File: config.mk
export PLATFORM = sky130hd
export DESIGN_NAME = mem_arbiter
export DESIGN_NICKNAME = d
export VERILOG_FILES = /design/src/rtl/bf8b_pkg.sv /design/src/rtl/mem_arb_starve_ctr.sv /design/src/rtl/mem_arbiter.sv
export SDC_FILE = /design/constraint.sdc
export NUM_CORES = 1
export LEC_CHECK = 0
export ABC_CLOCK_PERIOD_IN_PS = 4900
export BUFFER_PORTS_ARGS = -buffer_cell sky130_fd_sc_hd__buf_2
export CAP_MARGIN = 20
export CORE_AREA = 2 2 104 106
export CTS_BUF_LIST = sky130_fd_sc_hd__clkbuf_8 sky130_fd_sc_hd__clkbuf_16
export DETAILED_ROUTE_END_ITERATION = 8
export DIE_AREA = 0 0 106 108
export GPL_ROUTABILITY_DRIVEN = 0
export PLACE_DENSITY = 0.71
export SYNTH_ARGS = -nofsm -noshare
export SYNTH_HDL_FRONTEND = slang
export SYNTH_SLANG_ARGS = --single-unit
export TNS_END_PERCENT = 20
File: constraint.sdc
create_clock -name clk -period 4.9 [get_ports clk]
set_input_delay 0.49 -clock clk [delete_from_list [all_inputs] [get_ports clk]]
set_output_delay 0.49 -clock clk [all_outputs]
set_load 0.01 [all_outputs]
File: src/rtl/bf8b_pkg.sv
// Shared bf8b types: memory arbiter state and access owner.
// The core's debug trace reuses these enums.
package bf8b_pkg;

  typedef enum logic [1:0] {
    IDLE   = 2'd0,
    ACCESS = 2'd1,
    RESP   = 2'd2
  } arb_state_e;

  typedef enum logic {
    OWN_IF = 1'b0,
    OWN_LS = 1'b1
  } owner_e;

endpackage

File: src/rtl/mem_arb_starve_ctr.sv
// Saturating count of arbitrations a pending fetch has lost to the LSU.
// force_if is raised once the count reaches STARVE_MAX.
module mem_arb_starve_ctr #(
  parameter int STARVE_MAX = 4
) (
  input  logic clk,
  input  logic rst,
  input  logic clr,
  input  logic inc,
  output logic force_if
);

  localparam int CW = $clog2(STARVE_MAX + 1);

  logic [CW-1:0] cnt;

  always_ff @(posedge clk or negedge rst) begin
    if (!rst) begin
      cnt <= '0;
    end else if (clr) begin
      cnt <= '0;
    end else if (inc && (cnt != CW'(STARVE_MAX))) begin
      cnt <= cnt + 1'b1;
    end
  end

  assign force_if = (cnt == CW'(STARVE_MAX));

endmodule

File: src/rtl/mem_arbiter.sv
// Shares one registered-read memory port between instruction fetch and the LSU.
// Each access takes two cycles: ACCESS drives the memory, RESP returns data and re-arbitrates.
//
// state  | meaning
// IDLE   | no access in flight; arbitration point
// ACCESS | mem_* driven, memory samples at the end of this cycle
// RESP   | owner's rvalid high, mem_rdata valid; arbitration point
module mem_arbiter
  import bf8b_pkg::*;
#(
  parameter int M_WIDTH    = 32,
  parameter int ADDR_W     = 30,
  parameter int STARVE_MAX = 4
) (
  input  logic                 clk,
  input  logic                 rst,
  input  logic                 if_req,
  input  logic [ADDR_W-1:0]    if_addr,
  output logic                 if_gnt,
  output logic                 if_rvalid,
  output logic [M_WIDTH-1:0]   if_rdata,
  input  logic                 ls_req,
  input  logic [ADDR_W-1:0]    ls_addr,
  input  logic [M_WIDTH-1:0]   ls_wdata,
  input  logic [M_WIDTH/8-1:0] ls_wes,
  output logic                 ls_gnt,
  output logic                 ls_rvalid,
  output logic [M_WIDTH-1:0]   ls_rdata,
  output logic [ADDR_W-1:0]    mem_addr,
  output logic [M_WIDTH-1:0]   mem_wdata,
  output logic [M_WIDTH/8-1:0] mem_wes,
  input  logic [M_WIDTH-1:0]   mem_rdata
);

  arb_state_e state, state_nxt;
  owner_e     owner;
  logic       arb_point;
  logic       if_win;
  logic       ls_win;
  logic       force_if;
  logic       starve_inc;
  logic       starve_clr;

  always_ff @(posedge clk or negedge rst) begin
    if (!rst) begin
      state <= IDLE;
    end else begin
      state <= state_nxt;
    end
  end

  always_comb begin
    state_nxt = state;
    arb_point = (state == IDLE) || (state == RESP);
    if_win    = 1'b0;
    ls_win    = 1'b0;
    if (arb_point) begin
      // LSU wins unless fetch has been starved long enough.
      if_win = if_req && (!ls_req || force_if);
      ls_win = ls_req && !if_win;
    end
    case (state)
      IDLE:    state_nxt = (if_win || ls_win) ? ACCESS : IDLE;
      ACCESS:  state_nxt = RESP;
      RESP:    state_nxt = (if_win || ls_win) ? ACCESS : IDLE;
      default: state_nxt = IDLE;
    endcase
  end

  assign if_gnt    = if_win;
  assign ls_gnt    = ls_win;
  assign if_rvalid = (state == RESP) && (owner == OWN_IF);
  assign ls_rvalid = (state == RESP) && (owner == OWN_LS);
  assign if_rdata  = mem_rdata;
  assign ls_rdata  = mem_rdata;

  always_ff @(posedge clk or negedge rst) begin
    if (!rst) begin
      mem_addr  <= '0;
      mem_wdata <= '0;
      mem_wes   <= '0;
      owner     <= OWN_IF;
    end else if (if_win) begin
      // Fetch never writes, whatever the LSU leaves on ls_wes.
      mem_addr <= if_addr;
      mem_wes  <= '0;
      owner    <= OWN_IF;
    end else if (ls_win) begin
      mem_addr  <= ls_addr;
      mem_wdata <= ls_wdata;
      mem_wes   <= ls_wes;
      owner     <= OWN_LS;
    end else if (state == ACCESS) begin
      mem_wes <= '0;
    end
  end

  assign starve_inc = arb_point && if_req && ls_win;
  assign starve_clr = arb_point && (if_win || !if_req);

  mem_arb_starve_ctr #(
    .STARVE_MAX(STARVE_MAX)
  ) u_starve_ctr (
    .clk      (clk),
    .rst      (rst),
    .clr      (starve_clr),
    .inc      (starve_inc),
    .force_if (force_if)
  );

endmodule

# ---- Word level (Yosys, flattened, before mapping)
# Index checks and enable logic that the tools add are counted.
# W data, S select, Z words.
dict set report op_classes {
  eq_ne 4
  mux 13
  addsub 1
  n_bitwise 2
  n_reduce_logical 21
}
# op n
set op_table {}
lappend op_table {{$mux W30} 2}
lappend op_table {{$mux W4} 3}
lappend op_table {{$logic_and A1 B1 Y1} 8}
lappend op_table {{$mux W3} 2}
lappend op_table {{$mux W1} 5}
lappend op_table {{$logic_or A1 B1 Y1} 4}
lappend op_table {{$pmux W2 S2} 1}
lappend op_table {{$reduce_bool A2 Y1} 2}
lappend op_table {{$add A3 B1 Y3 const B} 1}
lappend op_table {{$eq A3 B3 Y1 const B} 1}
lappend op_table {{$logic_not A1 Y1} 3}
lappend op_table {{$ne A3 B3 Y1 const B} 1}
lappend op_table {{$reduce_bool A3 Y1} 1}
lappend op_table {{$eq A2 B1 Y1 const B} 1}
lappend op_table {{$eq A2 B2 Y1 const B} 1}
lappend op_table {{$logic_not A2 Y1} 1}
lappend op_table {{$not A1 Y1} 2}
lappend op_table {{$reduce_and A2 Y1} 1}
lappend op_table {{$reduce_or A2 Y1} 1}
dict set report word_totals {
  ff_bits 72
  inputBits 132
  out_inout_bits 134
  wordCells 47
}

# ---- Longest topological paths before layout
dict set report logic_depth {
  ltp_word 10
  depth_mapped 7
  mapped_depth_nobuf 5
}

# ---- Hierarchy
# Synthesis repeated with hierarchy kept, for this count alone.
dict set report hier_totals {
  cells_unflattened 346
  hier_area_um2 3883.7
}
# mod n_inst area_each_um2 cells_each
set by_module_without_submodules {}
lappend by_module_without_submodules {mem_arbiter 1 3686.0 328}
lappend by_module_without_submodules {mem_arb_starve_ctr 1 197.7 18}

# ---- Worst setup path before layout
# OpenSTA, ideal clock, no wires.
dict set report synth_path {
  kind {register to output}
  from {register u_starve_ctr.cnt[0]}
  to {output port if_gnt}
  setup_slack_ps 3217
  t_arrival_ps 1193
  stages_incl_launch_ff 6
  cell_sequence {dfrtp_1 > inv_1 > ha_1 > a21boi_2 > nor3b_2 > buf_2}
}
dict set report synth_via {
  elab_chain_len 4
}
# item line_no
set synth_rtl {}
lappend synth_rtl {{start, declared} mem_arb_starve_ctr.sv:15} ;# logic [CW-1:0] cnt;
lappend synth_rtl {{start signal, assigned} mem_arb_starve_ctr.sv:23} ;# cnt <= cnt + 1'b1;
lappend synth_rtl {{$eq A3 B3 Y1} mem_arb_starve_ctr.sv:27} ;# assign force_if = (cnt == CW'(STARVE_MAX));
lappend synth_rtl {{$logic_or A1 B1 Y1} mem_arbiter.sv:59} ;# if_win = if_req && (!ls_req || force_if);
lappend synth_rtl {{$logic_and A1 B1 Y1} mem_arbiter.sv:59}
lappend synth_rtl {{$mux W1} mem_arbiter.sv:57} ;# if (arb_point) begin
lappend synth_rtl {{end, declared} mem_arbiter.sv:19} ;# output logic if_gnt,
# Every way passes these cells.

# ---- Worst setup path in the final report
# Same ends and word-level chain as after synthesis.

==> reports/qor.csv <==
stage,metric,value,unit
run_status,status,finished clean,
timing,Setup Skew,0.006125,ns
power,P_int,1.243,mW
synth,sequential area share after synthesis,46.98,%
clocking,Root Driver,clkbuf_8,
clocking,Post CTS Setup Buffer Count,0,
timing,Worst slew margin,33.23,%
power,sw frac,29.56,%
worst_setup_path,Worst EP arrival,2.05,ns
worst_setup_path,R2R Setup Slk,2.80,ns
layout,Post-Layout Cell Count,583,
synth,"EDFF count, synth",0,
clocking,CTS tree,done,
synth,"Async S/R FF share, synth",100.0,%
clocking,PostCTS Resize Cnt,0,
routing,Detailed Routing Iterations Pass 1,4,
synth,Synth Cell Area,3835,um2
grt,GRT Total Usage,16.83,%
timing,RSZ-0062 raised after global routing,false,
worst_setup_path,crit start category,flip-flop,
layout,fraction of layout cells with a size suffix above 1,50.34,%
power,pwr dens,391.9,nW/um2
power,worst vdd ir,147.9,uV
grt,global-route wire length before repair,14880,um
synth,synth unique cells,26,
die,Die ar.,11450,um2
timing,final hold violations,0,
die,chip height,108,um
timing,Final Setup Violations,0,
synth,Yosys reg bits,72,
grt,grt ovf,0,
die,Die Wd,106,um
die,Initial Util,37.48,%
timing,worst slew pin tran,1.000,ns
clocking,worst skew pair latency,0.34,ns
power,sw power,521.5,uW
place,placed cells,566,
timing,Final Max Tran Viols,0,
clocking,cts hold-fix bufs,0,
synth,Post-Syn Instances,347,
worst_setup_path,type of the worst setup path,reg -> out,
synth,Mapped Nets,481,
routing,via count,2836,
routing,DRC errors left,0,
worst_hold_path,worst min path class,in -> async,
routing,WL final,9651,um
die,Top Ports,266,
worst_setup_path,nature of the critical path endpoint,output port,
routing,Final ANT Viol Nets,0,
worst_setup_path,Reg2Reg Capture Point,mem_addr[3],
layout,Antenna diodes,0,
synth,top post-synthesis cells by area,"dfrtp_1 47%, buf_4 13%, mux2_4 9.8%",
clocking,clock-pin slew on the worst setup and hold paths,0.08,ns
routing,vias per cell,4.864,
layout,area grow syn2layout,17.39,%
synth,"top cells by count, synth","72 x dfrtp_1, 66 x nand2_1, 65 x buf_4, 31 x o211ai_1, 30 x nand4b_1",
worst_setup_path,critical path peak fanout,17,
clocking,TritonCTS Sinks,72,
synth,yosys warns,0,
grt,vias in the first global route,2801,
routing,WL per Instance,16.55,um
timing,crit path time final,2.539,ns
flow_run,max_cap viols,0,
timing,setup TNS,0,ns
layout,Final nets,576,
clocking,CTS Buffer Depth,2,
synth,Main synth FF type,dfrtp_1,
clocking,CTS buffer count,9,
worst_setup_path,R2R Path Start,state[0],
worst_setup_path,worst reg2reg path depth,5,
die,area of the core,10230,um2
power,Flop pwr share,43.6,%
place,IO Port Bufs,169,
clocking,htree depth,3,
synth,most common cell in the netlist,dfrtp_1,
synth,top-area cell type share of the netlist area,46.98,%
worst_setup_path,Worst Path Required,4.41,ns
place,Detail Placement HPWL,7164,um
power,power share of the clock group,29.9,%
routing,First DRT Iteration DRCs,111,
power,combinational power share,26.5,%
grt,initial antenna violation count,0,
timing,Max Fclk,393.8,MHz
synth,Synth Area per Inst,11.05,um2
layout,Layout fillers,980,
grt,largest net degree at the start of global routing,73,
synth,cell taking the most area after synthesis,dfrtp_1,
power,Leak,2.200,nW
die,# rows,37,
timing,Final Cycle Share,51.82,%
## area by class of cell
class / count / area (um2) / area share [%]
tap: 136 / 170.2 / 3.780
clock inverter: 6 / 91.34 / 2.029
sequential: 72 / 1802 / 40.02
timing repair buffer: 172 / 890.9 / 19.79
clock buffer: 10 / 137.6 / 3.057
inverter: 3 / 11.26 / 0.2501
multi-input combinational: 184 / 1399 / 31.07
## layer usage
layer	vias up	part of all wire, %	global-route usage [%]
met2	183	51	28.85
met4	0	1.6	6.955
met3	16	8.8	5.365
met5	-	0	0
li1	1330	-	-
met1	1307	38	19.58
## cell families (layout without fill, tap and decap cells)
kind of cell,Yosys count,in the layout,share of synthesized area (%)
adders and majority gates,2,2,0.6524
muxes,32,32,11.84
and+or+nand+nor,110,110,15.66
DFF,72,72,46.98
buffers and inverters,91,191,16.80
AOI/OAI and AO/OA,40,40,8.059
## worst max-delay path by stage
stage | startpoint | to | slack [ns] | depth (start not counted)
2_1_floorplan | u_starve_ctr.cnt[0] | if_gnt | 3.22 | 5
3_3_place_gp | if_req | if_gnt | 2.36 | 3
3_5_place_dp | if_req | if_gnt | 2.33 | 3
4_1_cts | state[0] | ls_gnt | 2.06 | 3
5_1_grt | u_starve_ctr.cnt[0] | if_gnt | 2.19 | 5
6_report | u_starve_ctr.cnt[0] | if_gnt | 2.36 | 5
## cells in the final DEF (no fill, tap or decap), drive strengths merged
master / instances
a21bo: 1
a21boi: 1
a22o: 4
and2: 1
and3b: 1
buf: 172
bufinv: 2
clkbuf: 10
clkinvlp: 3
dfrtp: 72
ha: 2
inv: 4
mux2: 32
nand2: 66
nand3: 3
nand4b: 30
nor2: 3
nor2b: 3
nor3b: 3
o211ai: 31
o21ai: 1
o21bai: 1
o31ai: 1
## flip-flops by register name, summed over array words and instances, names as in the netlist
register and flops:
mem_addr 30, mem_wdata 32, mem_wes 4, owner 1, state 2, u_starve_ctr.cnt 3
## power groups by stage
| stage | Clock [mW] | Sequential (mW) | Combinational, mW |
|---|---|---|---|
| 3_5_place_dp | 0 | 0.792 | 0.461 |
| 4_1_cts | 0.548 | 0.780 | 0.463 |
| 5_1_grt | 0.574 | 0.786 | 0.513 |
| 3_3_place_gp | 0 | 0.782 | 0.457 |
| 6_report | 0.527 | 0.770 | 0.467 |
| 2_1_floorplan | 0 | 0.828 | 0.270 |
## metrics by stage
stage	cell area [um2]	power, mW	worst slack, ns	hold WS (ns)	util (%)
6_report	4502	1.764	2.361	0.2673	44.00
4_1_cts	4474	1.791	2.058	0.2967	43.73
2_1_floorplan	3835	1.099	3.217	0.1944	-
3_3_place_gp	4245	1.239	2.355	0.4469	41.49
5_1_grt	4502	1.872	2.188	0.3489	44.00
3_5_place_dp	4245	1.253	2.326	0.4662	41.49
## worst max-delay path, stage by stage, from the launching register on
cell      delay [ns]
dfrtp_1         0.41
inv_1           0.07
ha_1            0.19
a21boi_2        0.11
nor3b_4         0.67
buf_2           0.26
Power figures use the tool's default switching activity.
